`config.mk`:
```
export PLATFORM = sky130hd
export DESIGN_NAME = multicycle_controller
export DESIGN_NICKNAME = d
export VERILOG_FILES = /design/src/rtl/multicycle_controller.sv
export SDC_FILE = /design/constraint.sdc
export NUM_CORES = 1
export LEC_CHECK = 0
export BUFFER_PORTS_ARGS = -buffer_cell sky130_fd_sc_hd__buf_4
export CAP_MARGIN = 20
export CORE_UTILIZATION = 50
export DETAILED_ROUTE_END_ITERATION = 8
export PLACE_DENSITY = 0.85
export SYNTH_ARGS = -nofsm -noshare
export SYNTH_HDL_FRONTEND = slang
export SYNTH_SLANG_ARGS = --single-unit
```
`constraint.sdc`:
```
create_clock -name clk -period 2.81 [get_ports clk]
set_input_delay 0.281 -clock clk [delete_from_list [all_inputs] [get_ports clk]]
set_output_delay 0.281 -clock clk [all_outputs]
set_load 0.03 [all_outputs]
```
`src/rtl/multicycle_controller.sv`:
```
// Multicycle RV32I control unit: registered FSM sequencing fetch, decode,
// execute, memory and writeback, with memory wait states, U-type support,
// two-step jalr and illegal-instruction detection (trap or skip).
//
// Memory handshake: a memory state (FETCH, MEMREAD, MEMWRITE) completes in
// the cycle where ready is high; its request/strobe stays asserted in every
// cycle until then, and the FSM advances on the clock edge that ends the
// ready cycle.
module multicycle_controller #(
    parameter logic MEM_HANDSHAKE   = 1'b1,
    parameter logic TRAP_ON_ILLEGAL = 1'b1
) (
    input  logic       clk,
    input  logic       reset,
    input  logic [6:0] op,
    input  logic [2:0] funct3,
    input  logic       Zero,
    input  logic       lt,
    input  logic       ltu,
    input  logic       mem_ready,
    output logic       PCWrite,
    output logic       AdrSrc,
    output logic       MemRead,
    output logic       MemWrite,
    output logic       IRWrite,
    output logic       RegWrite,
    output logic [1:0] ResultSrc,
    output logic [1:0] ALUSrcA,
    output logic [1:0] ALUSrcB,
    output logic [1:0] ALUOp,
    output logic [2:0] ImmSrc,
    output logic       illegal_instr,
    output logic [3:0] state_dbg
);

    typedef enum logic [3:0] {
        S_FETCH    = 4'd0,
        S_DECODE   = 4'd1,
        S_MEMADR   = 4'd2,
        S_MEMREAD  = 4'd3,
        S_MEMWB    = 4'd4,
        S_MEMWRITE = 4'd5,
        S_EXECR    = 4'd6,
        S_EXECI    = 4'd7,
        S_ALUWB    = 4'd8,
        S_BRANCH   = 4'd9,
        S_JAL      = 4'd10,
        S_JALR1    = 4'd11,
        S_JALR2    = 4'd12,
        S_LUI      = 4'd13,
        S_AUIPC    = 4'd14,
        S_TRAP     = 4'd15
    } state_t;

    localparam logic [6:0] OP_LOAD   = 7'b0000011;
    localparam logic [6:0] OP_STORE  = 7'b0100011;
    localparam logic [6:0] OP_RTYPE  = 7'b0110011;
    localparam logic [6:0] OP_ITYPE  = 7'b0010011;
    localparam logic [6:0] OP_BRANCH = 7'b1100011;
    localparam logic [6:0] OP_JAL    = 7'b1101111;
    localparam logic [6:0] OP_JALR   = 7'b1100111;
    localparam logic [6:0] OP_LUI    = 7'b0110111;
    localparam logic [6:0] OP_AUIPC  = 7'b0010111;

    state_t state_q;
    state_t state_d;
    logic   ready;
    logic   take;

    assign state_dbg = state_q;

    // Memory completion: with the handshake disabled every access is single-cycle.
    assign ready = mem_ready | ~MEM_HANDSHAKE;

    // Branch condition from ALU compare flags; funct3 010/011 never reach BRANCH.
    always_comb begin
        take = 1'b0;
        case (funct3)
            3'b000:  take = Zero;
            3'b001:  take = ~Zero;
            3'b100:  take = lt;
            3'b101:  take = ~lt;
            3'b110:  take = ltu;
            3'b111:  take = ~ltu;
            default: take = 1'b0;
        endcase
    end

    // Immediate format depends only on the opcode, in every state.
    always_comb begin
        ImmSrc = 3'b000;
        case (op)
            OP_STORE:          ImmSrc = 3'b001;
            OP_BRANCH:         ImmSrc = 3'b010;
            OP_JAL:            ImmSrc = 3'b011;
            OP_LUI, OP_AUIPC:  ImmSrc = 3'b100;
            default:           ImmSrc = 3'b000;
        endcase
    end

    // State register; reset aborts any sequence, including a memory wait.
    always_ff @(posedge clk or posedge reset) begin
        if (reset) state_q <= S_FETCH;
        else       state_q <= state_d;
    end

    // Next-state and Moore outputs; enables are masked while reset is high.
    always_comb begin
        state_d       = state_q;
        PCWrite       = 1'b0;
        AdrSrc        = 1'b0;
        MemRead       = 1'b0;
        MemWrite      = 1'b0;
        IRWrite       = 1'b0;
        RegWrite      = 1'b0;
        ResultSrc     = 2'b00;
        ALUSrcA       = 2'b00;
        ALUSrcB       = 2'b00;
        ALUOp         = 2'b00;
        illegal_instr = 1'b0;

        case (state_q)
            S_FETCH: begin
                MemRead   = 1'b1;
                ALUSrcB   = 2'b10;
                ResultSrc = 2'b10;
                IRWrite   = ready;
                PCWrite   = ready;
                if (ready) state_d = S_DECODE;
            end
            S_DECODE: begin
                ALUSrcA = 2'b01;
                ALUSrcB = 2'b01;
                case (op)
                    OP_LOAD, OP_STORE: state_d = S_MEMADR;
                    OP_RTYPE:          state_d = S_EXECR;
                    OP_ITYPE:          state_d = S_EXECI;
                    OP_JAL:            state_d = S_JAL;
                    OP_JALR:           state_d = S_JALR1;
                    OP_LUI:            state_d = S_LUI;
                    OP_AUIPC:          state_d = S_AUIPC;
                    OP_BRANCH: begin
                        if (funct3[2:1] == 2'b01) begin
                            illegal_instr = 1'b1;
                            state_d       = TRAP_ON_ILLEGAL ? S_TRAP : S_FETCH;
                        end else begin
                            state_d = S_BRANCH;
                        end
                    end
                    default: begin
                        illegal_instr = 1'b1;
                        state_d       = TRAP_ON_ILLEGAL ? S_TRAP : S_FETCH;
                    end
                endcase
            end
            S_MEMADR: begin
                ALUSrcA = 2'b10;
                ALUSrcB = 2'b01;
                state_d = op[5] ? S_MEMWRITE : S_MEMREAD;
            end
            S_MEMREAD: begin
                AdrSrc  = 1'b1;
                MemRead = 1'b1;
                if (ready) state_d = S_MEMWB;
            end
            S_MEMWB: begin
                ResultSrc = 2'b01;
                RegWrite  = 1'b1;
                state_d   = S_FETCH;
            end
            S_MEMWRITE: begin
                AdrSrc   = 1'b1;
                MemWrite = 1'b1;
                if (ready) state_d = S_FETCH;
            end
            S_EXECR: begin
                ALUSrcA = 2'b10;
                ALUOp   = 2'b10;
                state_d = S_ALUWB;
            end
            S_EXECI: begin
                ALUSrcA = 2'b10;
                ALUSrcB = 2'b01;
                ALUOp   = 2'b10;
                state_d = S_ALUWB;
            end
            S_ALUWB: begin
                RegWrite = 1'b1;
                state_d  = S_FETCH;
            end
            S_BRANCH: begin
                ALUSrcA = 2'b10;
                ALUOp   = 2'b01;
                PCWrite = take;
                state_d = S_FETCH;
            end
            S_JAL: begin
                // PC <- branch target from DECODE; ALU forms OldPC+4 for rd.
                ALUSrcA = 2'b01;
                ALUSrcB = 2'b10;
                PCWrite = 1'b1;
                state_d = S_ALUWB;
            end
            S_JALR1: begin
                ALUSrcA = 2'b10;
                ALUSrcB = 2'b01;
                state_d = S_JALR2;
            end
            S_JALR2: begin
                // Target rs1+imm sits in ALUOut; datapath clears bit 0.
                PCWrite = 1'b1;
                ALUSrcA = 2'b01;
                ALUSrcB = 2'b10;
                state_d = S_ALUWB;
            end
            S_LUI: begin
                ResultSrc = 2'b11;
                RegWrite  = 1'b1;
                state_d   = S_FETCH;
            end
            S_AUIPC: begin
                ALUSrcA = 2'b01;
                ALUSrcB = 2'b01;
                state_d = S_ALUWB;
            end
            S_TRAP: begin
                illegal_instr = 1'b1;
                state_d       = S_TRAP;
            end
            default: state_d = S_FETCH;
        endcase

        if (reset) begin
            PCWrite       = 1'b0;
            IRWrite       = 1'b0;
            MemRead       = 1'b0;
            MemWrite      = 1'b0;
            RegWrite      = 1'b0;
            illegal_instr = 1'b0;
        end
    end

endmodule
```
==> summary.log <==
[timing] final critical-path setup slack 714 ps
[floorplan] Die Footprint 0.00182 sq mm
[worst_setup_path] sort of element at the start of the critical path flip-flop
[finish] number of flip-flops under the largest register name 4
[timing] actual transition at the worst max-transition pin 647 ps
[placement] global placer's final weighted congestion 0.781
[timing] share of the clock period used by the worst path after layout 74.6%
[floorplan] floorplan die width 42.6 um
[clock_tree] post-CTS setup buffer count 0
[clock_tree] number of H-tree levels 1
[worst_setup_path] Worst Path Required 2530 ps
[logic_synthesis] main combinational cell family by area after synthesis simple AND/OR/NAND/NOR gates
[logic_synthesis] Ys Warns 0
[logic_synthesis] async set-or-reset flop fraction in the synthesized netlist 100%
[logic_synthesis] Post-Synthesis Net Count 132
[floorplan] core outline area 0.00152 sq mm
[logic_synthesis] unique cell type count in the Yosys netlist 43
[logic_synthesis] synthesized area 826 sq um
[run_status] result of the run complete, no violations
[worst_setup_path] master of the slowest instance on the critical path dfrtp_1
[route] routed length per instance 12.8 um
[logic_synthesis] Post-Syn Area per Cell 7.12 sq um
[grt] Overall Global Routing Usage 24.8%
[finish] leading cell type in the layout, fill and taps excluded buf_4
[logic_synthesis] number of instances in the synthesized netlist 116
[timing] tightest hold margin 387 ps
[finish] final net count 165
[worst_setup_path] Reg2Reg Setup Slack 1260 ps
[worst_setup_path] worst setup path category reg -> out
[logic_synthesis] post-synthesis sequential area ratio 12.1%
[route] post-DR vias/cell 5.80
[timing] final period demand of the worst path 2100 ps
[power] power per cell area 971 mW/mm^2
[grt] number of antenna violations at the first check in global routing 0
[worst_setup_path] Worst Setup End Kind output port
[logic_synthesis] Synth Flop Type dfrtp_1
[clock_tree] root buffer cell clkbuf_4
[timing] Relative slew margins 56.9%
[placement] DP HPWL 1560 um
[worst_setup_path] Critical Path, Cell by Cell nor2b_1 > nand2_1 > nor3_1 > o31a_1 > buf_4
[route] post-route antenna net violation count 0
[clock_tree] clock tree from TritonCTS built
[floorplan] number of ports placed on the die boundary 38
[finish] Final Util 69.8%
[route] detailed-routing iteration count for the pre-antenna-repair pass 4
[placement] number of placed instances with taps included 159
[clock_tree] clock-pin transition on the worst setup and hold timing paths 40 ps
[route] via total after detailed routing 945
[grt] global route overflow 0
[logic_synthesis] total of flip-flops plus latches after synthesis 4
[power] reported leakage power 0.482 nW
[worst_setup_path] worst-path fanout max 19
[clock_tree] number of sinks driven by the clock tree 4
[power] Worst IR Drop VDD 584 uV
[timing] setup repair after global routing missed its margin false
[finish] fraction of final layout cells sized beyond drive strength 1 34.0%
[grt] pin count of the biggest net entering global routing 25
[logic_synthesis] complex-gate fraction of the synthesized area 24.1%
[worst_setup_path] longest individual stage delay on the worst path 670 ps
[logic_synthesis] Simple-Gate Fraction of Synth Area 43.6%
[timing] Sum Neg Setup Slack 0 ps
[floorplan] height of the chip 42.6 um
[finish] most used cells in the layout excluding fill and tap cells 37 x buf_4, 12 x nand2_1, 12 x nor2_1
[clock_tree] deepest clock path buffer count 2
[finish] Area growth, synth to finish 28.8%
[finish] Final Instance Count excl. Fillers 163
[finish] final-layout fill cell count 145
[logic_synthesis] post-synthesis share of cell area spent on full adders, half adders and majority gates 0%
[clock_tree] clock insertion delay at the later pin of the skew report 240 ps
[timing] Max Clock Skew 5.06 ps
[run] number of max-capacitance violations reported 0
[placement] IO Port Bufs 37
[placement] worst slack after detailed placement 1010 ps
[power] Design Power 1.03 mW
[route] routed wire length 2080 um
[placement] placed standard-cell area 0.00103 sq mm
[logic_synthesis] mux share of post-synthesis cell area 1.21%
[finish] ant diodes 0
[floorplan] count of standard-cell rows 14
[finish] post-route standard cell area excluding fillers 0.00106 sq mm
[route] Starting DRT DRC Count 16
[timing] Max Slew Vio Count 0
[floorplan] Initial Utilization 54.2%
[grt] number of global-route vias before repair 861
[hold_path] worst min-delay path category in -> reg
[clock_tree] clock buffer count from CTS 3
[logic_synthesis] number of flops mapped to enable cells by yosys 0
[timing] final setup violation count 0
[timing] Fmax achieved 477 MHz
[grt] first-pass GRT wire length 3530 um
[route] remaining design rule violation count 0
[worst_setup_path] Worst EP arrival 1810 ps
[timing] number of hold violations in the final report 0
[logic_synthesis] post-synthesis share of cell area spent on xor and xnor gates 6.36%
-- timing repair --
item	CTS	global route
hold buffers	1	0
hold endpoints to repair	4	0
gates resized for setup	0	0
-- layer usage --
layer | up-vias | track usage, % | wire (um)
met5 | - | 0 | 0
met4 | 0 | 10.0 | 28
met3 | 4 | 3.02 | 96
met2 | 38 | 44.5 | 1080
met1 | 424 | 29.1 | 874
li1 | 479 | - | -
-- cell type report --
| class | count | area, sq um | share of cell area (%) |
|---|---|---|---|
| Clock buffer | 3 | 22.5 | 2.12 |
| Timing Repair Buffer | 38 | 288 | 27.1 |
| Tap cell | 16 | 20.0 | 1.88 |
| Multi-Input combinational cell | 99 | 622 | 58.5 |
| Sequential cell | 4 | 100 | 9.41 |
| Inverter | 3 | 11.3 | 1.06 |
-- cell usage after synthesis, types with 3 or more instances --
library cell,instances,area share [%]
and2b_2,3,3.2
a21oi_1,8,4.8
nor2b_1,5,3.8
inv_1,3,1.4
clkbuf_8,4,6.7
nand3_1,4,2.4
o21ai_0,6,3.6
xor2_1,5,5.3
nor2_1,12,5.5
nand2b_1,3,2.3
nor3_1,6,3.6
o221ai_1,3,3.2
nand2_1,12,5.5
buf_2,3,1.8
dfrtp_1,4,12
-- power breakdown --
group	leakage [nW]	internal (mW)	switching [mW]
combinational	0.417	0.316	0.442
clock	0.0138	0.0477	0.0227
sequential	0.0512	0.0806	0.124
total	0.482	0.444	0.589
-- final timing paths --
check | start | endpoint | cells after the start
max reg2reg | state_dbg[1]$_DFFE_PP0P_ | state_dbg[0]$_DFFE_PP0P_ | 4
min | op[3] | state_dbg[1]$_DFFE_PP0P_ | 3
min reg2reg | state_dbg[1]$_DFFE_PP0P_ | state_dbg[1]$_DFFE_PP0P_ | 2
min in group asynchronous | reset | state_dbg[1]$_DFFE_PP0P_ | 3
max | state_dbg[3]$_DFFE_PP0P_ | PCWrite | 5
max in group asynchronous | reset | state_dbg[0]$_DFFE_PP0P_ | 3
-- worst max-delay path: cells and delay by family (launching register included) --
family / cells / cell delay [ps]
buffers and inverters: 1 / 150
AOI/OAI and AO/OA: 1 / 140
DFF: 1 / 670
and+or+nand+nor: 3 / 610
-- kinds of logic after synthesis --
logic type,Yosys count
buffers and inverters,13
xor gates and xnor gates,6
AOI/OAI and AO/OA,29
and+or+nand+nor,63
DFF,4
muxes,1
No activity file was read; power rests on OpenSTA's default activity.
